$ cat config.mk
export PLATFORM = sky130hd
export DESIGN_NAME = mem_bus_arbiter_flat
export DESIGN_NICKNAME = d
export VERILOG_FILES = /design/src/rtl/mem_bus_arbiter_if.sv /design/src/rtl/mem_bus_arbiter.sv /design/src/flat_wrapper.sv
export SDC_FILE = /design/constraint.sdc
export NUM_CORES = 1
export LEC_CHECK = 0
export ABC_AREA = 1
export CORE_AREA = 2 2 87 89
export DETAILED_ROUTE_END_ITERATION = 12
export DIE_AREA = 0 0 89 91
export PLACE_DENSITY_LB_ADDON = 0.1
export SLEW_MARGIN = 20
export SYNTH_ARGS = -nofsm -noshare
export SYNTH_HDL_FRONTEND = slang
export SYNTH_SLANG_ARGS = --single-unit
$ cat constraint.sdc
create_clock -name clk -period 3.6 [get_ports clk]
set_input_delay 0.72 -clock clk [delete_from_list [all_inputs] [get_ports clk]]
set_output_delay 0.72 -clock clk [all_outputs]
set_load 0.03 [all_outputs]
$ cat src/rtl/mem_bus_arbiter_if.sv
// Bus bundle between the two requesting masters, the arbiter and the
// single-port synchronous memory.
//   m0_* : instruction fetch port (req/we/addr/wdata in, gnt/rvalid/rdata out)
//   m1_* : load/store port, same shape as m0_*
//   mem_*: memory side (we/addr/wdata towards memory, rdata back from memory)
// Modports:
//   slave  : arbiter view (consumes requests and mem_rdata, drives the rest)
//   master : requester/memory view, the mirror image of slave
interface mem_bus_arbiter_if #(
  parameter int ADDR_W = 8,
  parameter int DATA_W = 32
);
  logic              m0_req;
  logic              m0_we;
  logic [ADDR_W-1:0] m0_addr;
  logic [DATA_W-1:0] m0_wdata;
  logic              m0_gnt;
  logic              m0_rvalid;
  logic [DATA_W-1:0] m0_rdata;

  logic              m1_req;
  logic              m1_we;
  logic [ADDR_W-1:0] m1_addr;
  logic [DATA_W-1:0] m1_wdata;
  logic              m1_gnt;
  logic              m1_rvalid;
  logic [DATA_W-1:0] m1_rdata;

  logic              mem_we;
  logic [ADDR_W-1:0] mem_addr;
  logic [DATA_W-1:0] mem_wdata;
  logic [DATA_W-1:0] mem_rdata;

  modport slave (
    input  m0_req, m0_we, m0_addr, m0_wdata,
    output m0_gnt, m0_rvalid, m0_rdata,
    input  m1_req, m1_we, m1_addr, m1_wdata,
    output m1_gnt, m1_rvalid, m1_rdata,
    output mem_we, mem_addr, mem_wdata,
    input  mem_rdata
  );

  modport master (
    output m0_req, m0_we, m0_addr, m0_wdata,
    input  m0_gnt, m0_rvalid, m0_rdata,
    output m1_req, m1_we, m1_addr, m1_wdata,
    input  m1_gnt, m1_rvalid, m1_rdata,
    input  mem_we, mem_addr, mem_wdata,
    output mem_rdata
  );
endinterface

$ cat src/rtl/mem_bus_arbiter.sv
// Two-master arbiter in front of a single-port synchronous memory.
// One access per cycle: the winner is granted combinationally, drives the
// memory, and (for reads) gets the memory data back exactly one cycle later.
// Contention is resolved round-robin: after every grant the loser is
// favoured next time.
// Ports:
//   clk : system clock, rising edge
//   rst : asynchronous, active-high reset
//   bus : mem_bus_arbiter_if.slave (m0_*, m1_* master ports, mem_* memory port)
// Build option:
//   ARB_FIXED_PRIO_EN : master 0 always wins contention; no priority pointer
//                       is kept and master 1 may starve.
module mem_bus_arbiter #(
  parameter int ADDR_W = 8,
  parameter int DATA_W = 32
) (
  input  logic           clk,
  input  logic           rst,
  mem_bus_arbiter_if.slave bus
);

  logic              any_req;
  logic              gnt_valid;
  logic              win;        // 0 = master 0, 1 = master 1
  logic              sel_we;
  logic [ADDR_W-1:0] sel_addr;
  logic [DATA_W-1:0] sel_wdata;
  logic              rd_grant;

  logic              rd_pend;
  logic              rd_owner;

`ifndef ARB_FIXED_PRIO_EN
  logic              prio_ptr;
`endif

  // Winner selection
  always_comb begin
    any_req = bus.m0_req | bus.m1_req;
`ifdef ARB_FIXED_PRIO_EN
    win     = bus.m1_req & ~bus.m0_req;
`else
    if (bus.m0_req && bus.m1_req) begin
      win = prio_ptr;
    end else begin
      win = bus.m1_req;
    end
`endif
    // No grant is issued while reset is held, even with requests present.
    gnt_valid = any_req & ~rst;
  end

  // Memory drive from the winner; all-zero when nothing is granted
  always_comb begin
    sel_we    = 1'b0;
    sel_addr  = '0;
    sel_wdata = '0;
    if (gnt_valid) begin
      if (win) begin
        sel_we    = bus.m1_we;
        sel_addr  = bus.m1_addr;
        sel_wdata = bus.m1_wdata;
      end else begin
        sel_we    = bus.m0_we;
        sel_addr  = bus.m0_addr;
        sel_wdata = bus.m0_wdata;
      end
    end
    rd_grant = gnt_valid & ~sel_we;
  end

  assign bus.m0_gnt    = gnt_valid & ~win;
  assign bus.m1_gnt    = gnt_valid &  win;
  assign bus.mem_we    = sel_we;
  assign bus.mem_addr  = sel_addr;
  assign bus.mem_wdata = sel_wdata;

`ifndef ARB_FIXED_PRIO_EN
  // Favour the loser of the most recent grant
  always_ff @(posedge clk or posedge rst) begin
    if (rst) begin
      prio_ptr <= 1'b0;
    end else if (gnt_valid) begin
      prio_ptr <= ~win;
    end
  end
`endif

  // Read tracking: memory data arrives one cycle after the address, so the
  // owner of the granted read is remembered for exactly one cycle.
  always_ff @(posedge clk or posedge rst) begin
    if (rst) begin
      rd_pend  <= 1'b0;
      rd_owner <= 1'b0;
    end else begin
      rd_pend <= rd_grant;
      if (rd_grant) begin
        rd_owner <= win;
      end
    end
  end

  assign bus.m0_rvalid = rd_pend & ~rd_owner;
  assign bus.m1_rvalid = rd_pend &  rd_owner;
  assign bus.m0_rdata  = bus.m0_rvalid ? bus.mem_rdata : '0;
  assign bus.m1_rdata  = bus.m1_rvalid ? bus.mem_rdata : '0;

endmodule

$ cat src/flat_wrapper.sv
// flat-port wrapper written by rule: the top's interface ports become plain ports
module mem_bus_arbiter_flat 
#(
  parameter int ADDR_W = 8,
  parameter int DATA_W = 32
)
  (clk, rst, bus_m0_req, bus_m0_we, bus_m0_addr, bus_m0_wdata, bus_m0_gnt, bus_m0_rvalid, bus_m0_rdata, bus_m1_req, bus_m1_we, bus_m1_addr, bus_m1_wdata, bus_m1_gnt, bus_m1_rvalid, bus_m1_rdata, bus_mem_we, bus_mem_addr, bus_mem_wdata, bus_mem_rdata);
  mem_bus_arbiter_if #(.ADDR_W(ADDR_W), .DATA_W(DATA_W)) bus_i ();
  input  logic clk;
  input  logic rst;
  input wire logic [$bits(bus_i.m0_req)-1:0] bus_m0_req;
  input wire logic [$bits(bus_i.m0_we)-1:0] bus_m0_we;
  input wire logic [$bits(bus_i.m0_addr)-1:0] bus_m0_addr;
  input wire logic [$bits(bus_i.m0_wdata)-1:0] bus_m0_wdata;
  output wire logic [$bits(bus_i.m0_gnt)-1:0] bus_m0_gnt;
  output wire logic [$bits(bus_i.m0_rvalid)-1:0] bus_m0_rvalid;
  output wire logic [$bits(bus_i.m0_rdata)-1:0] bus_m0_rdata;
  input wire logic [$bits(bus_i.m1_req)-1:0] bus_m1_req;
  input wire logic [$bits(bus_i.m1_we)-1:0] bus_m1_we;
  input wire logic [$bits(bus_i.m1_addr)-1:0] bus_m1_addr;
  input wire logic [$bits(bus_i.m1_wdata)-1:0] bus_m1_wdata;
  output wire logic [$bits(bus_i.m1_gnt)-1:0] bus_m1_gnt;
  output wire logic [$bits(bus_i.m1_rvalid)-1:0] bus_m1_rvalid;
  output wire logic [$bits(bus_i.m1_rdata)-1:0] bus_m1_rdata;
  output wire logic [$bits(bus_i.mem_we)-1:0] bus_mem_we;
  output wire logic [$bits(bus_i.mem_addr)-1:0] bus_mem_addr;
  output wire logic [$bits(bus_i.mem_wdata)-1:0] bus_mem_wdata;
  input wire logic [$bits(bus_i.mem_rdata)-1:0] bus_mem_rdata;
  assign bus_i.m0_req = bus_m0_req;
  assign bus_i.m0_we = bus_m0_we;
  assign bus_i.m0_addr = bus_m0_addr;
  assign bus_i.m0_wdata = bus_m0_wdata;
  assign bus_m0_gnt = bus_i.m0_gnt;
  assign bus_m0_rvalid = bus_i.m0_rvalid;
  assign bus_m0_rdata = bus_i.m0_rdata;
  assign bus_i.m1_req = bus_m1_req;
  assign bus_i.m1_we = bus_m1_we;
  assign bus_i.m1_addr = bus_m1_addr;
  assign bus_i.m1_wdata = bus_m1_wdata;
  assign bus_m1_gnt = bus_i.m1_gnt;
  assign bus_m1_rvalid = bus_i.m1_rvalid;
  assign bus_m1_rdata = bus_i.m1_rdata;
  assign bus_mem_we = bus_i.mem_we;
  assign bus_mem_addr = bus_i.mem_addr;
  assign bus_mem_wdata = bus_i.mem_wdata;
  assign bus_i.mem_rdata = bus_mem_rdata;
  mem_bus_arbiter #(.ADDR_W(ADDR_W), .DATA_W(DATA_W)) u_core (.clk(clk), .rst(rst), .bus(bus_i));
endmodule
==> results of run 1 <==
-- worst max-delay path: stages --
cell             delay (ns)
clkdlybuf4s50_1        0.48
nand2_1                0.07
nand2_1                0.18
nand2_2                0.09
inv_2                  0.07
buf_12                 0.19
nand2_1                0.07
nand2_1                0.06
clkdlybuf4s50_1        0.69
-- synthesized netlist by cell type (all sizes together) --
cell type / n
a21oi: 1
buf: 11
clkbuf: 3
dfrtp: 3
inv: 40
nand2: 128
nand3: 2
nor2: 69
o21ai: 1
-- cells by family after synthesis --
kind of cell / synth area share (%)
compound gates: 0.910
buf+inv: 22.9
flops: 6.83
simple gates: 69.4
-- cells in the final DEF, fill, tap and decap left out --
cell             netlist  layout
nand2_2                1       1
nand2_1              127     127
inv_1                 39      39
clkdlybuf4s50_1        0     223
nor2_2                 1       1
a21oi_1                1       1
nor2_4                 1       1
nor2_1                67      67
clkbuf_1               3       1
nand3_1                2       2
inv_2                  1       1
dfrtp_1                3       3
o21ai_0                1       1
clkbuf_8               0       3
buf_12                 0       4
buf_4                  4       2
-- power by group through the flow --
stage	registers [mW]	logic [mW]	clock network, mW
2_1_floorplan	0.0402	0.244	0
3_3_place_gp	0.0406	0.523	0
3_5_place_dp	0.0408	0.524	0
4_1_cts	0.0404	0.526	0.103
5_1_grt	0.0412	0.556	0.105
6_report	0.0403	0.520	0.100
-- cell type report --
cell class | instances | area share (%)
inverter | 40 | 4.30
timing repair buffer | 229 | 66.6
multi-input combinational | 201 | 22.1
tap | 99 | 3.55
clock buffer | 4 | 1.29
sequential | 3 | 2.15
-- flip-flops by register name, summed over array words and instances, names as in the netlist --
name	cells
u_core.prio_ptr	1
u_core.rd_owner	1
u_core.rd_pend	1
-- layer usage --
metal  global-route usage [%]  wire length (microns)
met4                     5.10                    139
met5                        0                      0
met3                     4.73                    889
met1                     12.8                   2030
met2                     29.5                   3280
-- worst max path at each step --
stage,startpoint,to,slack (ns)
6_report,bus_m0_req,bus_mem_wdata[28],0.23
5_1_grt,bus_m1_req,bus_mem_wdata[0],0.11
4_1_cts,bus_m0_req,bus_mem_addr[4],0.22
3_5_place_dp,bus_m0_req,bus_mem_addr[4],0.23
3_3_place_gp,bus_m1_req,bus_mem_addr[4],0.24
2_1_floorplan,u_core.rd_owner,bus_m0_rdata[0],1.27
-- stage by stage --
step                cell area (sq um)  std cells  hold slack [ns]
finish                           3490        576            0.498
global route                     3490        576            0.571
CTS                              3490        576            0.507
detailed placement               3450        572            0.497
global placement                 3450        572            0.486
floorplan                        1100        258            0.464
==> impl_metrics.py, run 1 <==
metrics = {
    "floorplanning": {
        "dieArea_sq_um": 8100,
        "io_pins": 227,
        "num_rows": 31,
        "dieWidth_microns": 89,
        "design.core.area_sq_um": 7140,
        "die-height_microns": 91,
        "start_util_pct": 15.4,
    },
    "sta": {
        "max_freq_mhz": 297,
        "final_hold_viol_count": 0,
        "setup_viol": 0,
        "layout_min_cycle_time_ns": 3.37,
        "setup-tns-final_ns": 0,
        "max_slew_margin_pct": 37.1,
        "finClkSkew_ns": 0.00336,
        "worst_slack_ns": 0.232,
        "worst_pin_slew_ns": 0.943,
        "finalCritPeriodShare_pct": 93.6,
        "final_max_slew_viol_count": 0,
        "rsz0062_at_grt": "no",
    },
    "hold_path": {
        "holdCritPathClass": "register to register",
        "min_from": "u_core.rd_owner",
        "hold_depth": 2,
        "min_to": "u_core.rd_owner",
    },
    "detailed_routing": {
        "first_pass_iters": 4,
        "routed_via_density": 3.86,
        "routedWlPerCell_microns": 11.0,
        "antenna_left": 0,
        "wl_mm": 6.35,
        "vias": 2221,
        "drt_iter0_markers": 41,
        "post-route-drc-count": 0,
    },
    "power_and_ir_drop": {
        "clkPwrFrac_pct": 15.2,
        "total_power_uw": 661,
        "sw_frac_of_total_pct": 43.9,
        "peakVddDrop_mv": 0.0730,
        "p_int_uw": 371,
        "p_per_area_nw_per_um2": 189,
        "p_leak_nw": 1.66,
        "p_switching_uw": 290,
        "combPwrFrac_pct": 78.7,
        "power_frac_seq_pct": 6.1,
    },
    "clocking": {
        "cts_root_buf": "clkbuf_8",
        "cts-buffers-inserted": 3,
        "cts_tree": "built",
        "clk_latency_ns": 0.22,
        "clockBufferDepth": 2,
        "post_cts_buffers": 0,
        "cts_hold_buffers": 0,
        "cts_resized": 0,
        "clock_sinks": 3,
        "htreeDepth": 1,
        "cts.clk_slew.worst_paths_ns": 0.03,
    },
    "placed_design": {
        "place_congestion": 0.794,
        "dp_hpwl_mm": 5.39,
        "port_buffers": 226,
        "place_worst_setup_slack_ns": 0.227,
    },
    "synthesis": {
        "synth_area_leader_cell": "nand2_1",
        "synth_cell_type_count": 15,
        "synth-seq-area-share_pct": 6.83,
        "synth_seq_cells": 3,
        "ys_top_cells_by_area": "nand2_1 (43%), nor2_1 (23%), inv_1 (13%), dfrtp_1 (6.8%), buf_6 (4.1%)",
        "synthCells": 258,
        "syn-cell-area_sq_um": 1100,
        "synth.top_cell.area_share_pct": 43.4,
        "yosysWarnings": 0,
        "syn_avg_cell_area_sq_um": 4.26,
        "synth_nets": 376,
    },
    "final_layout": {
        "diodes": 0,
        "multi_input_comb_area_sq_um": 772,
        "final_core_util_pct": 48.9,
        "layout.nets": 596,
        "fill_cells": 731,
        "layout-drive-gt1-share_pct": 2.73,
        "syn2layout_area_growth_pct": 218,
        "seqCellArea_sq_um": 75.1,
    },
    "critical_path": {
        "crit_path_start_kind": "input pin",
        "cp.required_ns": 2.88,
        "crit_type": "input pin to primary output",
        "endpoint_kind": "primary output",
        "cp_max_fo": 41,
        "ff2ff_path_depth": 7,
        "arrival_ns": 2.65,
        "rr_endpoint": "u_core.rd_owner",
        "r2r_start": "u_core.prio_ptr",
        "worst-r2r-setup-slack_ns": 2.57,
    },
    "grt": {
        "globalRouteTotalUtil_pct": 14.6,
        "grt_pass1_wl_mm": 9.49,
        "first_global_vias": 2097,
        "grt-ovfl-total": 0,
        "grt_max_degree": 42,
        "antenna_found_initial": 0,
    },
    "outcome": {
        "status": "finished, final reports clean",
    },
    "job": {
        "max_cap_viol_count": 0,
    },
}
(Power assumes the default switching activity.)
==> run 2, diff against run 1 <==
- REMOVE_ABC_BUFFERS: unset -> 1
==> run 2 against run 1 <==
Compared with the run above: register-to-register slack improved by 0.02 ns; sequential share of layout area barely moved; clock power fell by 4%; flip-flop and latch count did not move; final cell count rose by 0.52%; sequential power barely moved; largest power group unchanged; die area did not move; fmax rose by 0.87%; critical endpoint unchanged; power fell by 0.17%; clock skew fell by 0.0030 ns; setup slack improved by 0.029 ns.
==> impl_metrics.py, run 2 (synthesized netlist as in run 1, its figures left out) <==
metrics = {
    "detailed_routing": {
        "drt_iter0_markers": 28,
        "routed_via_density": 3.86,
        "routedWlPerCell_microns": 11.2,
        "post-route-drc-count": 0,
        "first_pass_iters": 4,
        "wl_mm": 6.49,
        "vias": 2237,
        "antenna_left": 0,
    },
    "floorplanning": {
        "start_util_pct": 15.4,
        "dieArea_sq_um": 8100,
        "io_pins": 227,
        "dieWidth_microns": 89,
        "design.core.area_sq_um": 7140,
        "die-height_microns": 91,
        "num_rows": 31,
    },
    "final_layout": {
        "largestRegisters": "u_core.prio_ptr x1, u_core.rd_owner x1, u_core.rd_pend x1",
        "layout-drive-gt1-share_pct": 6.88,
        "diodes": 0,
        "fill_cells": 765,
        "mostFrequentLayoutCells": "clkdlybuf4s50_1 (206), nand2_1 (127), nor2_1 (67), inv_1 (39), buf_4 (20)",
        "layout_commonest_cell": "clkdlybuf4s50_1",
        "syn2layout_area_growth_pct": 218,
        "layout.nets": 599,
    },
    "sta": {
        "final_hold_viol_count": 0,
        "finClkSkew_ns": 0.000323,
        "worst_pin_slew_ns": 0.339,
        "max_freq_mhz": 299,
        "finalCritPeriodShare_pct": 92.8,
        "setup-tns-final_ns": 0,
        "final_max_slew_viol_count": 0,
        "max_slew_margin_pct": 77.4,
        "rsz0062_at_grt": "no",
        "layout_min_cycle_time_ns": 3.34,
        "setup_viol": 0,
    },
    "hold_path": {
        "holdCritPathClass": "register to register",
        "min_from": "u_core.rd_owner",
    },
    "grt": {
        "use_met1_pct": 13.4,
        "grt_most_used_layer": "met2",
        "grt-ovfl-total": 0,
        "met2_usage_pct": 29.6,
        "globalRouteTotalUtil_pct": 14.2,
        "grt_max_degree": 40,
        "first_global_vias": 2004,
        "antenna_found_initial": 0,
        "grtUsageMet3_pct": 3.27,
        "grt_pass1_wl_mm": 9.19,
    },
    "power_and_ir_drop": {
        "p_int_uw": 372,
        "p_switching_uw": 288,
        "power_frac_seq_pct": 6.1,
        "peakVddDrop_mv": 0.0863,
        "total_power_uw": 660,
        "sw_frac_of_total_pct": 43.6,
        "p_per_area_nw_per_um2": 189,
        "combPwrFrac_pct": 79.3,
        "p_leak_nw": 1.70,
        "clkPwrFrac_pct": 14.6,
    },
    "critical_path": {
        "cp_num_buf_inv": 4,
        "cp.required_ns": 2.88,
        "r2r_start": "u_core.prio_ptr",
        "cp_max_fo": 12,
        "critPathMaxStageDelay_ns": 0.67,
        "cp-startpoint": "bus_m1_req",
        "crit_type": "input pin to primary output",
        "arrival_ns": 2.62,
        "crit_path_start_kind": "input pin",
        "path_cells": "clkdlybuf4s50_1 -> nor2_1 -> nor2_2 -> nand2_2 -> inv_2 -> buf_4 -> nand2_1 -> nand2_1 -> clkdlybuf4s50_1",
        "cp_top_family": "buffers and inverters",
        "crit_slowest_cell": "clkdlybuf4s50_1",
        "worst-r2r-setup-slack_ns": 2.59,
        "endpoint_kind": "primary output",
    },
    "placed_design": {
        "port_buffers": 226,
        "dp_hpwl_mm": 5.68,
        "place_congestion": 0.816,
    },
    "clocking": {
        "htreeDepth": 1,
        "clk_latency_ns": 0.21,
        "cts_hold_buffers": 0,
        "cts_tree": "built",
        "post_cts_buffers": 0,
        "cts-buffers-inserted": 3,
        "cts_root_buf": "clkbuf_8",
        "cts_resized": 0,
        "clockBufferDepth": 2,
        "clock_sinks": 3,
        "cts.clk_slew.worst_paths_ns": 0.03,
    },
    "outcome": {
        "status": "finished, final reports clean",
    },
    "job": {
        "max_cap_viol_count": 0,
    },
}
==> run 2: path summary, 6_finish.rpt <==
path                                          end  cells past startpoint
max in group asynchronous         u_core.rd_owner                      2
worst max-delay path            bus_mem_wdata[28]                      9
worst min-delay path              u_core.rd_owner                      2
min in group asynchronous         u_core.prio_ptr                      2
worst min register to register    u_core.rd_owner                      2
worst max register to register    u_core.rd_owner                      7
==> run 2: layout make-up <==
cell class              instances  area [sq um]  area share (%)
clock buffers                   4          45.0            1.29
flip-flops and latches          3          75.1            2.15
repair buffers                232          2330            66.7
multi-input cells             201           772            22.1
well taps                      99           124            3.54
inverters                      40           150            4.29
==> run 2: power by group through the flow <==
stage | combinational (mW) | clock [mW] | sequential [mW]
global placement | 0.527 | 0 | 0.0407
global route | 0.557 | 0.103 | 0.0411
finish | 0.523 | 0.0961 | 0.0405
CTS | 0.530 | 0.0985 | 0.0405
detailed placement | 0.529 | 0 | 0.0408
floorplan | 0.230 | 0 | 0.0402
==> run 2: worst reg2reg max path, cell delays in order (launching register included) <==
cell     delay, ns
dfrtp_1       0.35
inv_1         0.07
nand2_1       0.06
nand2_1       0.17
nand2_1       0.11
nand3_1       0.10
nand2_1       0.05
nand2_1       0.05
==> run 2: stage by stage <==
| stage | hold WS, ns | area (sq um) | setup WS (ns) | util (%) | instances |
|---|---|---|---|---|---|
| final | 0.507 | 3500 | 0.261 | 49.0 | 579 |
| after floorplan | 0.464 | 997 | 1.02 | - | 244 |
| after global routing | 0.544 | 3500 | 0.163 | 49.0 | 579 |
| after detailed placement | 0.503 | 3450 | 0.256 | 48.4 | 575 |
| after CTS | 0.512 | 3500 | 0.251 | 49.0 | 579 |
| after global placement | 0.491 | 3450 | 0.301 | 48.4 | 575 |
==> run 2: routing by layer <==
metal / part of all wire, % / routed length [microns]
met1: 35 / 2270
met2: 54 / 3480
met3: 11 / 712
met4: 0.48 / 31
met5: 0 / 0
==> run 3, diff against run 2 <==
- GPL_TIMING_DRIVEN: unset -> 0
==> run 3 against run 2 <==
Compared with the run above: clock skew is essentially flat; sequential share of layout area is essentially flat; design area shrank 0.79%; largest cell class unchanged; utilization shrank 0.39 points; final cell count shrank 0.52%; combinational power shrank 2%; largest power group unchanged; critical path type unchanged.
==> impl_metrics.py, run 3 (synthesized netlist as in run 1, its figures left out) <==
metrics = {
    "grt": {
        "grt_pass1_wl_mm": 9.63,
        "antenna_found_initial": 0,
        "grt-ovfl-total": 0,
        "first_global_vias": 2011,
        "globalRouteTotalUtil_pct": 15.0,
        "grt_max_degree": 42,
    },
    "critical_path": {
        "crit_type": "input pin to primary output",
        "crit_path_start_kind": "input pin",
        "arrival_ns": 2.79,
        "cp.required_ns": 2.88,
        "ff2ff_path_depth": 7,
        "r2r_start": "u_core.prio_ptr",
        "endpoint_kind": "primary output",
        "cp-startpoint": "bus_m1_req",
        "crit_path_end": "bus_mem_addr[2]",
        "rr_endpoint": "u_core.rd_owner",
        "worst-r2r-setup-slack_ns": 2.48,
        "cp_max_fo": 10,
    },
    "sta": {
        "worst_pin_slew_ns": 0.953,
        "final_max_slew_viol_count": 0,
        "final_hold_viol_count": 0,
        "hold_ws_ns": 0.518,
        "setup-tns-final_ns": 0,
        "max_freq_mhz": 285,
        "finClkSkew_ns": 0.0000372,
        "setup_viol": 0,
        "worst_slack_ns": 0.0871,
        "finalCritPeriodShare_pct": 97.6,
        "max_slew_margin_pct": 36.4,
        "layout_min_cycle_time_ns": 3.51,
    },
    "placed_design": {
        "place_worst_setup_slack_ns": -0.197,
        "place_congestion": 0.771,
        "dp_hpwl_mm": 5.56,
        "port_buffers": 226,
    },
    "floorplanning": {
        "dieWidth_microns": 89,
        "die-height_microns": 91,
        "num_rows": 31,
        "dieArea_sq_um": 8100,
        "start_util_pct": 15.4,
        "io_pins": 227,
        "design.core.area_sq_um": 7140,
    },
    "final_layout": {
        "layout-drive-gt1-share_pct": 2.52,
        "layout_commonest_cell": "clkdlybuf4s50_1",
        "mostFrequentLayoutCells": "clkdlybuf4s50_1 (215), nand2_1 (125), nor2_1 (67), inv_1 (39), dlygate4sd2_1 (7)",
        "diodes": 0,
        "syn2layout_area_growth_pct": 216,
        "layout.nets": 596,
        "largestRegisters": "u_core.prio_ptr x1, u_core.rd_owner x1, u_core.rd_pend x1",
    },
    "detailed_routing": {
        "post-route-drc-count": 0,
        "drt_iter0_markers": 34,
        "first_pass_iters": 4,
        "wl_mm": 7.00,
        "antenna_left": 0,
        "routedWlPerCell_microns": 12.2,
        "vias": 2249,
        "routed_via_density": 3.90,
    },
    "hold_path": {
        "hold_depth": 2,
        "holdCritPathClass": "register to register",
    },
    "clocking": {
        "cts_hold_buffers": 0,
        "cts-buffers-inserted": 3,
        "htreeDepth": 1,
        "clk_latency_ns": 0.21,
        "clockBufferDepth": 2,
        "clock_sinks": 3,
        "cts.clk_slew.worst_paths_ns": 0.03,
        "cts_tree": "built",
        "cts_root_buf": "clkbuf_8",
        "post_cts_buffers": 0,
    },
    "power_and_ir_drop": {
        "p_per_area_nw_per_um2": 188,
        "p_leak_nw": 1.71,
        "total_power_uw": 651,
        "peakVddDrop_mv": 0.0919,
    },
    "job": {
        "max_cap_viol_count": 0,
    },
    "outcome": {
        "status": "finished, final reports clean",
    },
}
==> run 3: critical path, stage by stage <==
cell             delay, ns
clkdlybuf4s50_1       0.53
nand2_2               0.19
nor2_2                0.49
nand2_1               0.09
nand2_1               0.09
clkdlybuf4s50_1       0.68
==> run 3: final cells by class <==
class | instances | area [sq um]
flip-flops and latches | 3 | 75.1
well taps | 99 | 124
fillers | 784 | 3670
repair buffers | 226 | 2260
multi-input cells | 204 | 806
clock buffers | 4 | 45.0
inverters | 40 | 158
==> run 3: repair_timing <==
action,in CTS,in global routing
gates resized for setup,10,7
gates cloned,1,2
setup endpoints to repair,42,33
pin swaps,1,2
==> run 3: through the flow <==
| stage | instance area [sq um] | cells | utilization, % |
|---|---|---|---|
| after floorplan | 997 | 244 | - |
| after global placement | 3380 | 569 | 47.4 |
| after detailed placement | 3380 | 569 | 47.4 |
| after CTS | 3440 | 574 | 48.1 |
| after global routing | 3470 | 576 | 48.6 |
| final | 3470 | 576 | 48.6 |
==> run 3: worst min-delay path by stage <==
stage                               start  slack [ns]              end
final                     u_core.rd_owner        0.52  u_core.rd_owner
after global routing      u_core.rd_owner        0.55  u_core.rd_owner
after CTS                 u_core.rd_owner        0.51  u_core.rd_owner
after detailed placement  u_core.rd_owner        0.50  u_core.rd_owner
after global placement    u_core.rd_owner        0.49  u_core.rd_owner
after floorplan           u_core.rd_owner        0.46  u_core.rd_owner
==> run 3: report_power, final <==
group / switching (mW) / leakage, nW / internal [mW]
logic: 0.270 / 1.65 / 0.244
registers: 0.00269 / 0.0377 / 0.0382
clock network: 0.0202 / 0.0228 / 0.0753
==> run 3: routing by layer <==
metal / global-route usage, % / up-vias / part of all wire, %
met3: 4.36 / 4 / 12
met5: 0 / - / 0
met4: 2.24 / 0 / 1.0
li1: - / 1166 / -
met2: 30.8 / 135 / 52
met1: 14.2 / 944 / 35
